## src/rtl/write_back_stage_pkg.sv

```systemverilog
// Shared write-back types: register-file data/address, destination control and FIFO entry.
package write_back_stage_pkg;

    localparam int unsigned DATA_W          = 32;
    localparam int unsigned REG_ADDR_W      = 5;
    localparam int unsigned WB_FIFO_DEPTH   = 2;
    localparam int unsigned WB_STARVE_LIMIT = 4;

    typedef logic [DATA_W-1:0]     basic_data_t;
    typedef logic [REG_ADDR_W-1:0] reg_addr_t;

    typedef struct packed {
        logic      w_enable;
        logic      is_forwardable;
        reg_addr_t rd_addr;
    } rd_ctrl_t;

    typedef struct packed {
        rd_ctrl_t    rd_ctrl;
        basic_data_t data;
    } wb_entry_t;

endpackage

```

## src/rtl/wb_result_fifo.sv

```systemverilog
// Long-latency result buffer: synchronous FIFO with registered full/empty and no bypass.
module wb_result_fifo
    import write_back_stage_pkg::*;
#(
    parameter int unsigned DEPTH = WB_FIFO_DEPTH
) (
    input  logic                         clk,
    input  logic                         rst_n,
    input  logic                         push,
    input  wb_entry_t                    push_entry,
    input  logic                         pop,
    output wb_entry_t                    head,
    output logic [$clog2(DEPTH+1)-1:0]   count,
    output logic                         full,
    output logic                         empty
);

    localparam int unsigned PTR_W = $clog2(DEPTH);
    localparam int unsigned CNT_W = $clog2(DEPTH + 1);

    wb_entry_t        mem [DEPTH];
    logic [PTR_W-1:0] wr_ptr;
    logic [PTR_W-1:0] rd_ptr;
    logic             do_push;
    logic             do_pop;
    logic [CNT_W-1:0] count_next;

    assign do_push = push && !full;
    assign do_pop  = pop && !empty;
    assign head    = mem[rd_ptr];

    // Occupancy after this cycle's push/pop; simultaneous push and pop cancel out.
    always_comb begin
        count_next = count;
        if (do_push && !do_pop) begin
            count_next = count + CNT_W'(1);
        end else if (do_pop && !do_push) begin
            count_next = count - CNT_W'(1);
        end
    end

    // Pointers wrap naturally (power-of-two depth); full/empty come from the count.
    always_ff @(posedge clk or negedge rst_n) begin
        if (!rst_n) begin
            wr_ptr <= '0;
            rd_ptr <= '0;
            count  <= '0;
            full   <= 1'b0;
            empty  <= 1'b1;
        end else begin
            if (do_push) begin
                wr_ptr <= wr_ptr + PTR_W'(1);
            end
            if (do_pop) begin
                rd_ptr <= rd_ptr + PTR_W'(1);
            end
            count <= count_next;
            full  <= (count_next == CNT_W'(DEPTH));
            empty <= (count_next == '0);
        end
    end

    // Storage is not reset; stale entries are unreachable once the count is cleared.
    always_ff @(posedge clk) begin
        if (do_push) begin
            mem[wr_ptr] <= push_entry;
        end
    end

endmodule

```

## src/rtl/write_back_stage.sv

```systemverilog
// Merges the execute pipe and the buffered long-latency unit onto the register-file write port.
module write_back_stage
    import write_back_stage_pkg::*;
#(
    parameter int unsigned FIFO_DEPTH   = WB_FIFO_DEPTH,
    parameter int unsigned STARVE_LIMIT = WB_STARVE_LIMIT
) (
    input  logic        clk,
    input  logic        rst_n,
    input  logic        ex_valid,
    input  rd_ctrl_t    ex_rd_ctrl,
    input  basic_data_t ex_data,
    input  logic        lsu_valid,
    output logic        lsu_ready,
    input  rd_ctrl_t    lsu_rd_ctrl,
    input  basic_data_t lsu_data,
    output logic        stall_req,
    output rd_ctrl_t    rd_ctrl,
    output basic_data_t w_data
);

    localparam int unsigned CNT_W    = $clog2(FIFO_DEPTH + 1);
    localparam int unsigned STARVE_W = $clog2(STARVE_LIMIT + 1);

    wb_entry_t           fifo_head;
    wb_entry_t           push_entry;
    logic [CNT_W-1:0]    fifo_count;
    logic                fifo_full;
    logic                fifo_empty;
    logic                ex_wants;
    logic                push;
    logic                grant_head;
    wb_entry_t           sel;
    logic [STARVE_W-1:0] starve_cnt;
    logic [STARVE_W-1:0] starve_next;
    logic                stall_next;

    assign ex_wants   = ex_valid && ex_rd_ctrl.w_enable;
    assign lsu_ready  = !fifo_full;
    assign push       = lsu_valid && !fifo_full;
    assign grant_head = !ex_wants && !fifo_empty;

    assign push_entry.rd_ctrl = lsu_rd_ctrl;
    assign push_entry.data    = lsu_data;

    wb_result_fifo #(
        .DEPTH (FIFO_DEPTH)
    ) u_fifo (
        .clk        (clk),
        .rst_n      (rst_n),
        .push       (push),
        .push_entry (push_entry),
        .pop        (grant_head),
        .head       (fifo_head),
        .count      (fifo_count),
        .full       (fifo_full),
        .empty      (fifo_empty)
    );

    // Write-port arbitration: execute first, then FIFO head, else idle; x0 writes are squashed.
    always_comb begin
        sel = '0;
        if (ex_wants) begin
            sel.rd_ctrl = ex_rd_ctrl;
            sel.data    = ex_data;
        end else if (grant_head) begin
            sel = fifo_head;
        end
        if (sel.rd_ctrl.rd_addr == '0) begin
            sel.rd_ctrl.w_enable = 1'b0;
        end
    end

    // Starvation tracking: count lost grants of a waiting head, request a bubble at the limit.
    always_comb begin
        starve_next = starve_cnt;
        stall_next  = stall_req;
        if (fifo_empty || grant_head) begin
            starve_next = '0;
        end else if (starve_cnt != STARVE_W'(STARVE_LIMIT)) begin
            starve_next = starve_cnt + STARVE_W'(1);
        end
        if (grant_head) begin
            stall_next = 1'b0;
        end else if (starve_cnt == STARVE_W'(STARVE_LIMIT)) begin
            stall_next = 1'b1;
        end
    end

    // Output and starvation registers.
    always_ff @(posedge clk or negedge rst_n) begin
        if (!rst_n) begin
            rd_ctrl    <= '0;
            w_data     <= '0;
            starve_cnt <= '0;
            stall_req  <= 1'b0;
        end else begin
            rd_ctrl    <= sel.rd_ctrl;
            w_data     <= sel.data;
            starve_cnt <= starve_next;
            stall_req  <= stall_next;
        end
    end

    // Upstream must not issue a writing execute result while a bubble is requested.
    ex_during_stall: assert property (@(posedge clk) disable iff (!rst_n)
        !(stall_req && ex_wants));

    fifo_count_bound: assert property (@(posedge clk) disable iff (!rst_n)
        fifo_count <= CNT_W'(FIFO_DEPTH));

endmodule

```

## config.mk

```make
export PLATFORM = sky130hd
export DESIGN_NAME = write_back_stage
export DESIGN_NICKNAME = d
export VERILOG_FILES = /design/src/rtl/write_back_stage_pkg.sv /design/src/rtl/wb_result_fifo.sv /design/src/rtl/write_back_stage.sv
export SDC_FILE = /design/constraint.sdc
export NUM_CORES = 1
export LEC_CHECK = 0
export CAP_MARGIN = 20
export CORE_MARGIN = 1
export CORE_UTILIZATION = 43
export CTS_BUF_LIST = sky130_fd_sc_hd__clkbuf_8
export CTS_CLUSTER_SIZE = 10
export DETAILED_ROUTE_END_ITERATION = 12
export GPL_TIMING_DRIVEN = 0
export HOLD_SLACK_MARGIN = 0.08
export PLACE_DENSITY_LB_ADDON = 0.3
export SYNTH_ARGS = -nofsm -noshare
export SYNTH_HDL_FRONTEND = slang
export SYNTH_SLANG_ARGS = --single-unit
```

## constraint.sdc

```tcl
create_clock -name clk -period 5.6 [get_ports clk]
set_clock_uncertainty 0.2 [all_clocks]
set_input_delay 1.12 -clock clk [delete_from_list [all_inputs] [get_ports clk]]
set_output_delay 1.12 -clock clk [all_outputs]
set_load 0.005 [all_outputs]
```

==> results.cfg, run 1 <==
[synth]
synth_edf_count = 78
synth-xor-area-share = 0.0113
synth-simple-area-share = 0.0497
synth.cell_area_um2 = 4660
synth.net_count = 384
ys_seq_elements = 127
ys_seq_area_frac = 0.766
async_flop_share = 0.386
postSynthAreaPerCell_um2 = 15.5
synth.top_cell.area_share = 0.502
synthFlopType = edfxtp_1
synth_largest_area_cell = edfxtp_1
synthMuxAreaShare = 0.0859
syn_inst = 300
yosys-top-cells-area = edfxtp_1, dfrtp_1, mux2i_1
synth_top_family_by_area = multiplexers
synth_fa_ha_area_frac = 0.00537
yosysUniqueCellTypes = 28
synth_compound_area_frac = 0.0585
ys.warnings.count = 0

[floorplan]
std_cell_rows = 37
floorplan.initialDensity = 0.448
die_y_um = 106
dieArea_um2 = 11300
die_x_um = 106
ioPinCount = 123
design.core.area_um2 = 10400

[finish]
nets = 528
final_util = 0.630
antenna_cells = 0
drive_gt1_frac = 0.105
syn2layout_area_growth_pct = 40.8
fin_cells = 593
fill_cells = 807
fin_area_um2 = 6570

[clock_network]
clkLatencyLatePin_ps = 410
cts_hold_buf = 0
htree_num_levels = 4
cts_sinks = 127
cts_tree = built
cts_buffer_depth = 2
cts_setup_buffers = 0
ctsResizeCount = 0
ctsRootBufferMaster = clkbuf_8
cts_buffers = 17
clk_pin_slew_worst_paths_ps = 80

[timing]
setup_viol = 0
relSlewSlack = 0.557
finalHoldViolations = 0
fmax_ghz = 0.368
fin_crit_ps = 2710
period_share = 0.485
whs_ps = 318
tightest_slew_ps = 663
drv_slew = 0
fin_setup_tns_ps = 0
rsz0062_at_grt = no

[critical_path]
critical_path.max_fanout = 20
cp.required_ps = 5510
max_stage_delay_ps = 570
path_cells = clkdlybuf4s50_1 -> nand2b_1 -> nor2_4 -> buf_16
cp_slowest_cell = nor2_4
crit_path_end_kind = flop
cp.arrival_ps = 2630
crit_type = in -> reg
startpoint_type = input port

[place]
gp_congestion = 0.724
dpl_cell_area_um2 = 6140
place_inst = 561
hpwl_mm = 6.62
numPortBuffers = 122

[global_route]
grt_overflow = 0
grt_max_degree = 28
grt_pass1_wl_mm = 14.6
grt_antenna_before_repair = 0
grt_pass1_vias = 2993
gr-usage-all-layers = 0.177

[pwr]
peakVddDrop_v = 0.000202
leakagePower_uw = 0.00255
p_per_area_nw_per_um2 = 458
p_int_uw = 2180
p_sw_frac = 0.275
p_sw_uw = 827
seqPwrFrac = 0.446
clkPwrFrac = 0.276
pwr-share-comb = 0.279

[route]
viasPerCell = 4.85
post-route-drc-count = 0
detail-route-antenna-nets = 0
first_pass_iters = 4
drt_iter0_markers = 145
vias = 2874
drt_wl_total_mm = 9.46
wl_per_cell_um = 16.0

[worst_hold_path]
holdCritPathClass = reg -> reg

[run]
max_cap_violations = 0

[outcome]
status = completed
kinds of logic after synthesis:
kind of cell               Yosys count
AOI/OAI and AO/OA                   50
muxes                               40
buffers and inverters               19
adders and majority gates            2
xor gates and xnor gates             6
and+or+nand+nor                     56
DFF                                127
flip-flops by register name, indices dropped and copies added (netlist names):
signal / count
u_fifo.full: 1
u_fifo.rd_ptr: 1
u_fifo.wr_ptr: 1
u_fifo.empty: 1
starve_cnt: 3
stall_req: 1
u_fifo.mem: 78
rd_ctrl: 7
u_fifo.count: 2
w_data: 32
path summary, 6_finish.rpt:
kind	to	cells after the start	startpoint	slack, ps
setup reg to reg	u_fifo.mem[0][33]	3	u_fifo.full	3600
max in group asynchronous	u_fifo.empty	2	rst_n	4070
hold reg to reg	stall_req	2	stall_req	320
min in group asynchronous	w_data[22]	1	rst_n	490
setup / recovery	u_fifo.mem[0][33]	4	lsu_valid	2890
hold / removal	stall_req	2	stall_req	320
power by group through the flow:
stage / Clock (µW) / Sequential [µW] / Combinational, µW
6_report: 829 / 1340 / 838
3_5_place_dp: 0 / 1360 / 850
3_3_place_gp: 0 / 1360 / 791
5_1_grt: 886 / 1360 / 913
4_1_cts: 847 / 1340 / 851
2_1_floorplan: 0 / 1370 / 396
critical path, delay by kind of cell:
family / cells / cell delay, ps
simple gates: 2 / 760
buf+inv: 2 / 730
cell usage after synthesis, types with 2 or more instances:
master	n
nor2_1	5
edfxtp_1	78
dfrtp_1	48
nand2_1	40
a21oi_1	3
inv_1	5
o21ai_0	38
o21ai_1	3
nor3_1	6
mux2i_1	40
buf_6	3
clkbuf_1	6
xnor2_1	6
ha_1	2
buf_4	4
cell usage in the layout, fill, tap and decap left out, types with 3 or more instances in the layout:
master and instances:
o21ai_1 3, dfrtp_1 48, inv_1 5, a21oi_1 3, buf_6 3, nor2_1 3, clkbuf_8 18, bufinv_16 3
mux2i_1 40, nand2_1 40, clkdlybuf4s50_1 121, nor3_1 6, clkbuf_1 6, buf_4 4, clkinv_4 4, xnor2_1 6
o21ai_0 38, inv_6 4, edfxtp_1 78
layout make-up:
class / instances / area, µm² / share of cell area
repair buffers: 125 / 1290 / 0.197
flip-flops and latches: 127 / 3570 / 0.544
clock buffers: 18 / 248 / 0.0377
inverters: 5 / 18.8 / 0.00286
multi-input cells: 154 / 997 / 0.152
plain buffers: 14 / 91.3 / 0.0139
clock inverters: 14 / 180 / 0.0274
well taps: 136 / 170 / 0.0259
layer usage:
metal  part of all wire  global-route usage  vias to the layer above
met5                  0                   0                        -
met4             0.0089              0.0575                        0
met3              0.046              0.0509                        8
met2               0.54               0.312                       92
met1               0.40               0.208                     1402
li1                   -                   -                     1372
metrics by stage:
step / power [µW] / setup WS [ps]
2_1_floorplan: 1760 / 2090
3_3_place_gp: 2150 / 651
3_5_place_dp: 2210 / 2430
4_1_cts: 3040 / 2870
5_1_grt: 3160 / 2800
6_report: 3010 / 2890
No activity file was read; power rests on OpenSTA's default activity.
==> inputs of run 2 (changes only) <==
==> constraint.sdc (replaced) <==
create_clock -name clk -period 2.55 [get_ports clk]
set_clock_uncertainty 0.2 [all_clocks]
set_input_delay 0.51 -clock clk [delete_from_list [all_inputs] [get_ports clk]]
set_output_delay 0.51 -clock clk [all_outputs]
set_load 0.005 [all_outputs]
==> results.cfg, run 2 (synthesis gave the netlist of run 1 again) <==
[outcome]
status = completed

[timing]
drv_slew = 0
fin_setup_tns_ps = 0
fmax_ghz = 0.476
finalHoldViolations = 0
fin_crit_ps = 2100
tightest_slew_ps = 662
rsz0062_at_grt = no
period_share = 0.823
relSlewSlack = 0.558
setup_viol = 0

[clock_network]
clk_pin_slew_worst_paths_ps = 80
cts_buffers = 17
ctsResizeCount = 0
cts_sinks = 127
ctsRootBufferMaster = clkbuf_8
cts_buffer_depth = 2
htree_num_levels = 4
clkLatencyLatePin_ps = 410
cts_tree = built

[global_route]
grt_overflow = 0
gr-usage-all-layers = 0.178
grt_antenna_before_repair = 0
grt_max_degree = 28
grt_pass1_wl_mm = 14.7
grt_pass1_vias = 3002

[finish]
regArea_um2 = 3570
drive_gt1_frac = 0.105
fin_area_um2 = 6580
fin_cells = 594
fill_cells = 806
final_util = 0.631
largest_reg_flops = 78
syn2layout_area_growth_pct = 41.1
final_cell_mix = clkdlybuf4s50_1, edfxtp_1, dfrtp_1
final_common_cell = clkdlybuf4s50_1
reg_top3 = u_fifo.mem (78), w_data (32), rd_ctrl (7)
antenna_cells = 0
multi_input_area_um2 = 997
top_register = u_fifo.mem
nets = 529

[critical_path]
cp_slowest_cell = nor2_4
crit_type = in -> reg
crit_path_end_kind = flop
max_stage_delay_ps = 570
critical_path.max_fanout = 20
cp.required_ps = 2460
cp.arrival_ps = 2010
path_buf_inv = 2
crit_family = simple AND/OR/NAND/NOR gates
path_cells = clkdlybuf4s50_1 -> nand2b_1 -> nor2_4 -> buf_16
startpoint_type = input port

[floorplan]
design.core.area_um2 = 10400
die_y_um = 106
die_x_um = 106
std_cell_rows = 37
dieArea_um2 = 11300
floorplan.initialDensity = 0.448
ioPinCount = 123

[run]
max_cap_violations = 0

[route]
drt_iter0_markers = 153
viasPerCell = 4.83
post-route-drc-count = 0
first_pass_iters = 4
vias = 2867
detail-route-antenna-nets = 0
wl_per_cell_um = 15.9
drt_wl_total_mm = 9.46

[place]
numPortBuffers = 122
gp_congestion = 0.724
dpl_cell_area_um2 = 6140
hpwl_mm = 6.62
place_inst = 561

[pwr]
finalPower_uw = 6610
leakagePower_uw = 0.00255
peakVddDrop_v = 0.000445
p_per_area_nw_per_um2 = 1000

[worst_hold_path]
holdCritPathClass = reg -> reg
==> run 2: cell count changes in the layout (fill, tap and decap cells not counted) <==
| cell | previous run | this run |
|---|---|---|
| dlygate4sd3_1 | 0 | 1 |
==> run 2: final timing paths <==
path	from	to	slack (ps)	cells past startpoint
max	lsu_valid	u_fifo.mem[0][33]	450	4
min reg2reg	stall_req	stall_req	320	2
min	stall_req	stall_req	320	2
max in group asynchronous	rst_n	u_fifo.empty	1090	3
max reg2reg	u_fifo.full	u_fifo.mem[0][33]	550	3
min in group asynchronous	rst_n	w_data[22]	420	2
==> run 2: layout make-up <==
| cell class | count | area share |
|---|---|---|
| sequential | 127 | 0.543 |
| timing repair buffer | 126 | 0.198 |
| multi-input combinational | 154 | 0.152 |
| clock buffer | 18 | 0.0377 |
| clock inverter | 14 | 0.0274 |
| tap | 136 | 0.0259 |
| buffer | 14 | 0.0139 |
| inverter | 5 | 0.00285 |
==> run 2: metal layers <==
metal / wire, µm / part of all wire / track usage / vias to the layer above
met5: 0 / 0 / 0 / -
met3: 428 / 0.045 / 0.0509 / 8
met1: 3830 / 0.40 / 0.208 / 1400
met2: 5120 / 0.54 / 0.313 / 87
met4: 84 / 0.0089 / 0.0575 / 0
li1: - / - / - / 1372
==> run 2: what timing repair did <==
action,4_1_cts,5_1_grt
setup buffers,0,0
hold buffers,1,0
endpoints found under the hold margin,22,0
==> run 2: report_power, final <==
group	leakage (µW)	internal (µW)	switching, µW
Sequential	0.00133	2780	166
Clock	0.000211	1010	811
Combinational	0.00101	1000	840
Total	0.00255	4790	1820
==> run 2: tightest hold or removal path, stage by stage, from the launching register on <==
cell,delay [ps]
dfrtp_1,350
a21oi_1,40
nor2_1,80
==> run 2: through the flow <==
step           hold WS (ps)  worst slack, ps
3_5_place_dp            311            -8.46
4_1_cts                 330              431
6_report                318              451
3_3_place_gp            280            -1790
5_1_grt                 379              360
2_1_floorplan          14.4             -350
